[src/rtl/led_pattern_driver.sv]
// led_pattern_driver
//   Multi-channel user-LED driver. A debounced push-button press moves the
//   mode FSM through OFF -> ON -> BLINK -> CHASE (-> BREATHE) -> OFF. All LED
//   drives come straight from flops.
//
//   Build option: define LED_BREATHE_EN to add the PWM BREATHE mode after
//   CHASE. Without it no PWM logic exists and PWM_BITS is unused.
//
// Ports
//   clk_raw  in   internal configuration oscillator clock
//   rst_n    in   async-assert active-low reset (release already synchronised)
//   btn_pin  in   raw push-button, active-high, asynchronous to clk_raw
//   led_pin  out  [N_LED-1:0] LED drives, active-high, registered
module led_pattern_driver #(
  parameter int CLK_HZ       = 100_000_000,
  parameter int N_LED        = 2,
  parameter int BLINK_HZ     = 10,
  parameter int DEBOUNCE_CYC = 1_000_000,
  parameter int PWM_BITS     = 8
) (
  input  logic             clk_raw,
  input  logic             rst_n,
  input  logic             btn_pin,
  output logic [N_LED-1:0] led_pin
);

  localparam int HALF_CYC = CLK_HZ / (2 * BLINK_HZ);
  localparam int DIV_W    = $clog2(HALF_CYC);
  localparam int DB_W     = $clog2(DEBOUNCE_CYC);
  localparam int IDX_W    = (N_LED > 1) ? $clog2(N_LED) : 1;

  localparam logic [DIV_W-1:0] DIV_LAST = DIV_W'(HALF_CYC - 1);
  localparam logic [DB_W-1:0]  DB_LAST  = DB_W'(DEBOUNCE_CYC - 1);
  localparam logic [IDX_W-1:0] IDX_LAST = IDX_W'(N_LED - 1);

  if (N_LED < 1 || HALF_CYC < 2 || DEBOUNCE_CYC < 2 || PWM_BITS < 1) begin : g_param_check
    $error("led_pattern_driver: illegal parameter combination");
  end

`ifdef LED_BREATHE_EN
  typedef enum logic [2:0] {M_OFF, M_ON, M_BLINK, M_CHASE, M_BREATHE} mode_t;
`else
  typedef enum logic [2:0] {M_OFF, M_ON, M_BLINK, M_CHASE} mode_t;
`endif

  // ---------------------------------------------------------------- sync
  logic sync_q;
  logic btn_s;

  always_ff @(posedge clk_raw or negedge rst_n) begin
    if (!rst_n) begin
      sync_q <= 1'b0;
      btn_s  <= 1'b0;
    end else begin
      sync_q <= btn_pin;
      btn_s  <= sync_q;
    end
  end

  // ------------------------------------------------------------ debounce
  logic            db_level;
  logic            db_level_q;
  logic [DB_W-1:0] db_cnt;
  logic            press;

  always_ff @(posedge clk_raw or negedge rst_n) begin
    if (!rst_n) begin
      db_level   <= 1'b0;
      db_level_q <= 1'b0;
      db_cnt     <= '0;
    end else begin
      db_level_q <= db_level;
      if (btn_s == db_level) begin
        db_cnt <= '0;
      end else if (db_cnt == DB_LAST) begin
        db_level <= ~db_level;
        db_cnt   <= '0;
      end else begin
        db_cnt <= db_cnt + DB_W'(1);
      end
    end
  end

  // Rising edge of the accepted level only; releases are silent.
  assign press = db_level & ~db_level_q;

  // ---------------------------------------------------------------- FSM
  mode_t mode;
  mode_t mode_next;
  logic  mode_chg;

  always_ff @(posedge clk_raw or negedge rst_n) begin
    if (!rst_n) mode <= M_OFF;
    else        mode <= mode_next;
  end

  always_comb begin
    mode_next = mode;
    if (press) begin
      case (mode)
        M_OFF:     mode_next = M_ON;
        M_ON:      mode_next = M_BLINK;
        M_BLINK:   mode_next = M_CHASE;
`ifdef LED_BREATHE_EN
        M_CHASE:   mode_next = M_BREATHE;
`endif
        default:   mode_next = M_OFF;
      endcase
    end
  end

  assign mode_chg = (mode_next != mode);

  // --------------------------------------------------------- step state
  logic [DIV_W-1:0] div_cnt;
  logic             tick;
  logic             phase;
  logic [IDX_W-1:0] idx;

  assign tick = (div_cnt == DIV_LAST);

  // A mode change restarts the step state and overrides a coincident tick.
  always_ff @(posedge clk_raw or negedge rst_n) begin
    if (!rst_n) begin
      div_cnt <= '0;
      phase   <= 1'b0;
      idx     <= '0;
    end else if (mode_chg) begin
      div_cnt <= '0;
      phase   <= 1'b0;
      idx     <= '0;
    end else begin
      div_cnt <= tick ? '0 : div_cnt + DIV_W'(1);
      if (tick && mode == M_BLINK) phase <= ~phase;
      if (tick && mode == M_CHASE) idx <= (idx == IDX_LAST) ? '0 : idx + IDX_W'(1);
    end
  end

`ifdef LED_BREATHE_EN
  // ---------------------------------------------------------------- PWM
  logic [PWM_BITS-1:0] pwm_cnt;
  logic [PWM_BITS-1:0] duty;
  logic                ramp_down;

  // Duty is a triangle: it turns around at both ends instead of wrapping.
  always_ff @(posedge clk_raw or negedge rst_n) begin
    if (!rst_n) begin
      pwm_cnt   <= '0;
      duty      <= '0;
      ramp_down <= 1'b0;
    end else begin
      pwm_cnt <= pwm_cnt + PWM_BITS'(1);
      if (mode_chg) begin
        duty      <= '0;
        ramp_down <= 1'b0;
      end else if (tick && mode == M_BREATHE) begin
        if (!ramp_down) begin
          if (duty == '1) begin
            duty      <= duty - PWM_BITS'(1);
            ramp_down <= 1'b1;
          end else begin
            duty <= duty + PWM_BITS'(1);
          end
        end else begin
          if (duty == '0) begin
            duty      <= duty + PWM_BITS'(1);
            ramp_down <= 1'b0;
          end else begin
            duty <= duty - PWM_BITS'(1);
          end
        end
      end
    end
  end
`endif

  // --------------------------------------------------------- LED output
  logic [N_LED-1:0] led_next;

  always_comb begin
    led_next = '0;
    case (mode)
      M_ON:      led_next = '1;
      M_BLINK:   led_next = {N_LED{~phase}};
      M_CHASE: begin
        for (int unsigned i = 0; i < N_LED; i++) begin
          led_next[i] = (idx == IDX_W'(i));
        end
      end
`ifdef LED_BREATHE_EN
      M_BREATHE: led_next = {N_LED{pwm_cnt < duty}};
`endif
      default:   led_next = '0;
    endcase
  end

  always_ff @(posedge clk_raw or negedge rst_n) begin
    if (!rst_n) led_pin <= '0;
    else        led_pin <= led_next;
  end

endmodule

[config.mk]
export PLATFORM = sky130hd
export DESIGN_NAME = led_pattern_driver
export DESIGN_NICKNAME = d
export VERILOG_FILES = /design/src/rtl/led_pattern_driver.sv
export SDC_FILE = /design/constraint.sdc
export NUM_CORES = 1
export LEC_CHECK = 0
export CAP_MARGIN = 20
export CORE_ASPECT_RATIO = 1.25
export CORE_UTILIZATION = 30
export DETAILED_ROUTE_END_ITERATION = 8
export PLACE_DENSITY = 0.52
export SETUP_SLACK_MARGIN = 0.15
export SKIP_CTS_REPAIR_TIMING = 1
export SKIP_LAST_GASP = 1
export SLEW_MARGIN = 20
export SYNTH_ARGS = -nofsm -noshare
export SYNTH_HDL_FRONTEND = slang
export SYNTH_SLANG_ARGS = --single-unit
[constraint.sdc]
create_clock -name clk_raw -period 2.4 [get_ports clk_raw]
set_input_delay 0.48 -clock clk_raw [delete_from_list [all_inputs] [get_ports clk_raw]]
set_output_delay 0.48 -clock clk_raw [all_outputs]
set_load 0.02 [all_outputs]
Word level (Yosys, flattened, before mapping)
Cells that the tools add are included.
{"block": "word_totals", "regBits": 54, "latchBits": 0, "ramBits": 0, "mem_bits_ro": 0, "in_bits": 3, "word_cells": 44, "n_memories": 0}
{"block": "op_classes", "add_sub_neg": 3, "n_mul": 0, "div": 0, "magnitude_cmp": 0, "eq_ne": 7, "shifts": 0, "n_mux": 12, "bitwise": 6, "reduce_logical": 6}
{"operator": "$mux 23", "count": 2}
{"operator": "$mux 20", "count": 2}
{"operator": "$add 23x1->23 const B", "count": 1}
{"operator": "$eq 23x23->1 const B", "count": 1}
{"operator": "$add 20x1->20 const B", "count": 1}
{"operator": "$eq 20x20->1 const B", "count": 1}
{"operator": "$pmux 2 s3", "count": 2}
{"operator": "$eq 3x2->1 const B", "count": 2}
{"operator": "$mux 1", "count": 5}
{"operator": "$not 1->1", "count": 5}
{"operator": "$reduce_bool 2->1", "count": 2}
{"operator": "$eq 3x1->1 const B", "count": 1}
{"operator": "$logic_not 3->1", "count": 1}
{"operator": "$mux 3", "count": 1}
{"operator": "$ne 3x3->1", "count": 1}
{"operator": "$logic_and 1x1->1", "count": 2}
{"operator": "$reduce_and 2->1", "count": 1}
{"operator": "$add 1x1->1 const B", "count": 1}
{"operator": "$and 1x1->1", "count": 1}
{"operator": "$eq 1x1->1", "count": 1}

Depth between registers and ports, before layout
{"block": "logic_depth", "word_depth": 5, "depth_mapped": 6}

Least setup slack after synthesis
Ideal clock, no wire load.
{"block": "synth_timing", "path_type": "register -> register", "startpoint": "register div_cnt[0]", "endpoint": "register div_cnt[22]", "setup_time_ns": 0.078, "arrival_time_ns": 1.801, "setup_slack_ns": 0.521, "path_stages_with_launch": 6, "cell_sequence": "dfrtp_1 > ha_1 > nand4_1 > or4_4 > or3_1 > a21oi_1"}
{"block": "synth_via", "elab_chain_cells": 3, "elab_cells_between_ends": 4}
{"element": "start: declaration", "line_no": "115", "source": "logic [DIV_W-1:0] div_cnt;"}
{"element": "start signal: assignment", "line_no": "133", "source": "div_cnt <= tick ? '0 : div_cnt + DIV_W'(1);"}
{"element": "$add 23x1->23 / $eq 23x23->1 (equally long branches)", "line_no": "133, 120"}
{"element": "$mux 23 (*)", "line_no": "133"}
{"element": "$mux 23 (*)", "line_no": "128", "source": "end else if (mode_chg) begin"}
Mark *: on every way between the ends. The rest lies on a longest branch, timed or not.
A chain may end at the register's enable or synchronous reset.

Final worst setup path
Ends and elaborated chain as after synthesis.

==> flow_metrics.env <==
export IMPL_status="complete, no violations"
export IMPL_synth_seq_cells=54
export IMPL_worst_pin_slew_ns=0.651
export IMPL_synth_cells=269
export IMPL_cts_tree="built"
export IMPL_groute_usage_overall_pct=13.1
export IMPL_cp_data_required_time_ns=2.65
export IMPL_wirelength_mm=5.21
export IMPL_drc_errors=0
export IMPL_tns_ns=0
export IMPL_grt_max_degree=29
export IMPL_slowest_delay_ns=0.60
export IMPL_grt_pass1_vias=2025
export IMPL_p_leak_nw=1.16
export IMPL_via_per_inst=4.97
export IMPL_synth_edf_count=0
export IMPL_gp_congestion=0.768
export IMPL_ant_nets=0
export IMPL_drt_iter0_drc=90
export IMPL_grt_pass1_wl_mm=9.60
export IMPL_layout_common_cells="dfrtp_1, nor2_1, nand2_1, o21ai_0, a21oi_1"
export IMPL_path_class="flip-flop to flip-flop"
export IMPL_overflow=0
export IMPL_hold_path_class="primary input to async pin"
export IMPL_rr_endpoint="div_cnt[22]"
export IMPL_synth_nets=274
export IMPL_clock_latency_ns=0.31
export IMPL_synth_ff_type="dfrtp_1"
export IMPL_peakVddDrop_mv=0.202
export IMPL_setup_viol=0
export IMPL_io_pin_count=5
export IMPL_period_needed_ns=2.01
export IMPL_syn_area_um2=2650
export IMPL_r2r_cells=5
export IMPL_crit_path_end_kind="flip-flop"
export IMPL_diodes=0
export IMPL_cap_violations=0
export IMPL_slew_headroom_pct=56.6
export IMPL_layout_nets=283
export IMPL_arrival_ns=2.26
export IMPL_dr_pass1_iters=4
export IMPL_final_common_cell="dfrtp_1"
export IMPL_antenna_found_initial=0
export IMPL_syn_to_final_growth_pct=11.4
export IMPL_clk_pin_slew_ns=0.10
export IMPL_clock_fmax_mhz=498
export IMPL_dieArea_um2=9200
export IMPL_cellPowerDensity_nw_per_um2=536
export IMPL_drive_above_1_share_pct=8.24
export IMPL_cts_made_buffers=5
export IMPL_fin_crit_sh_pct=83.6
export IMPL_row_count=37
export IMPL_num_vias=1968
export IMPL_r2r_slack_ns=0.39
export IMPL_wire_per_inst_um=13.2
export IMPL_cts_path_max_buffers=2
export IMPL_syn_avg_cell_area_um2=9.84
export IMPL_cp_max_fo=6
export IMPL_start_util_pct=31.6
export IMPL_die_h_um=107
export IMPL_cpMaxStageDelayCell="or4_4"
export IMPL_r2r_start="div_cnt[0]"
export IMPL_coreArea_um2=8380
export IMPL_synth_distinct_cells=41
export IMPL_die_w_um=86.0
export IMPL_clkSinkCount=54
export IMPL_ys_warn_count=0
export IMPL_io_buffers=4
export IMPL_synthArstFlopShare_pct=100
export IMPL_crit_chain="ha_1, nand4_1, or4_4, or3_1, a21oi_1"
export IMPL_synth_yosys_seq_area_share_pct=51.1
export IMPL_dp_worst_setup_slack_ns=0.415
export IMPL_hpwl_mm=3.70
export IMPL_grt_setup_unrepaired="false"
export IMPL_finClkSkew_ns=0.0119
export IMPL_layout_setup_ws_ns=0.393
export IMPL_clock_root_buffer="clkbuf_8"
export IMPL_slew_viol_final=0
export IMPL_htree_levels=2
export IMPL_cp_start_kind="flip-flop"
export IMPL_hold_violations=0
==> how the worst max path moves through the flow <==
stage	endpoint	cells past startpoint	startpoint	slack, ns
6_report	div_cnt[22]	5	div_cnt[0]	0.39
5_1_grt	div_cnt[22]	5	div_cnt[0]	0.21
4_1_cts	div_cnt[22]	5	div_cnt[0]	0.39
3_5_place_dp	div_cnt[22]	5	div_cnt[0]	0.42
3_3_place_gp	div_cnt[22]	5	div_cnt[0]	0.44
2_1_floorplan	div_cnt[22]	5	div_cnt[0]	0.52
==> final cells by class <==
class | count | area [um2]
clock buffer | 5 | 68.8
clock inverter | 3 | 40.0
fill | 875 | 5430
inverter | 7 | 26.3
multi-input combinational | 201 | 1230
sequential | 54 | 1350
tap | 117 | 146
timing repair buffer | 9 | 85.1
==> worst max-delay path, delay by kind of cell (launching register included) <==
family | cells | cell delay [ns]
adder cells (fa/ha/maj) | 1 | 0.24
flip-flops | 1 | 0.41
AO/OA/AOI/OAI | 1 | 0.14
AND/OR/NAND/NOR | 3 | 1.15
==> logic make-up (layout without fill, tap and decap cells) <==
kind of cell               Yosys count  after routing  share of synthesized area, %
adders and majority gates            2              2                         0.945
muxes                                3              3                          1.18
AOI/OAI and AO/OA                   41             41                          8.37
and+or+nand+nor                    131            131                          28.0
buffers and inverters               14             24                          2.46
xor gates and xnor gates            24             24                          7.94
DFF                                 54             54                          51.1
==> synthesized netlist by cell type (3+ instances only) <==
master    count  area share [%]
dfrtp_1      54              51
and3_1        4            0.95
nand3_1      15             2.8
nor4b_1       3            0.99
nor4_1        5             1.2
or3_1        13             3.1
nor3_1        5            0.95
or4_1         4             1.1
xor2_1       11             3.6
nand3b_1      3            0.85
buf_2         3            0.57
nand2_1      20             2.8
and4_1        4             1.3
nor2_1       33             4.7
o21ai_0      18             3.4
xnor2_1      13             4.3
nand4_1       9             2.1
inv_1         7            0.99
a21oi_1      17             3.2
==> report_power, final <==
group	internal, W	switching, W
clock network	0.000308	0.000312
logic	0.0000109	0.0000275
registers	0.000915	0.00000687
==> stage by stage <==
step	instance area (um2)	hold WS, ns	cells	total power [W]	util, %
2_1_floorplan	2650	0.184	269	0.000950	-
3_5_place_dp	2840	0.356	388	0.000981	33.9
6_report	2950	0.179	396	0.00158	35.2
4_1_cts	2950	0.204	396	0.00161	35.2
3_3_place_gp	2840	0.364	388	0.000980	33.9
5_1_grt	2950	0.222	396	0.00164	35.2
==> registers in the layout, summed over array words and instances, names as in the netlist <==
| name | flops |
|---|---|
| idx | 1 |
| btn_s | 1 |
| mode | 3 |
| db_cnt | 20 |
| phase | 1 |
| db_level | 1 |
| div_cnt | 23 |
| sync_q | 1 |
| led_pin | 2 |
| db_level_q | 1 |
==> routing by layer <==
layer | vias to the layer above | global-route usage, % | part of all wire, %
met3 | 5 | 2.54 | 2.0
met5 | - | 0 | 0
met2 | 17 | 22.9 | 53
li1 | 976 | - | -
met4 | 0 | 4.76 | 1.1
met1 | 970 | 15.9 | 44
(Power assumes the default switching activity.)
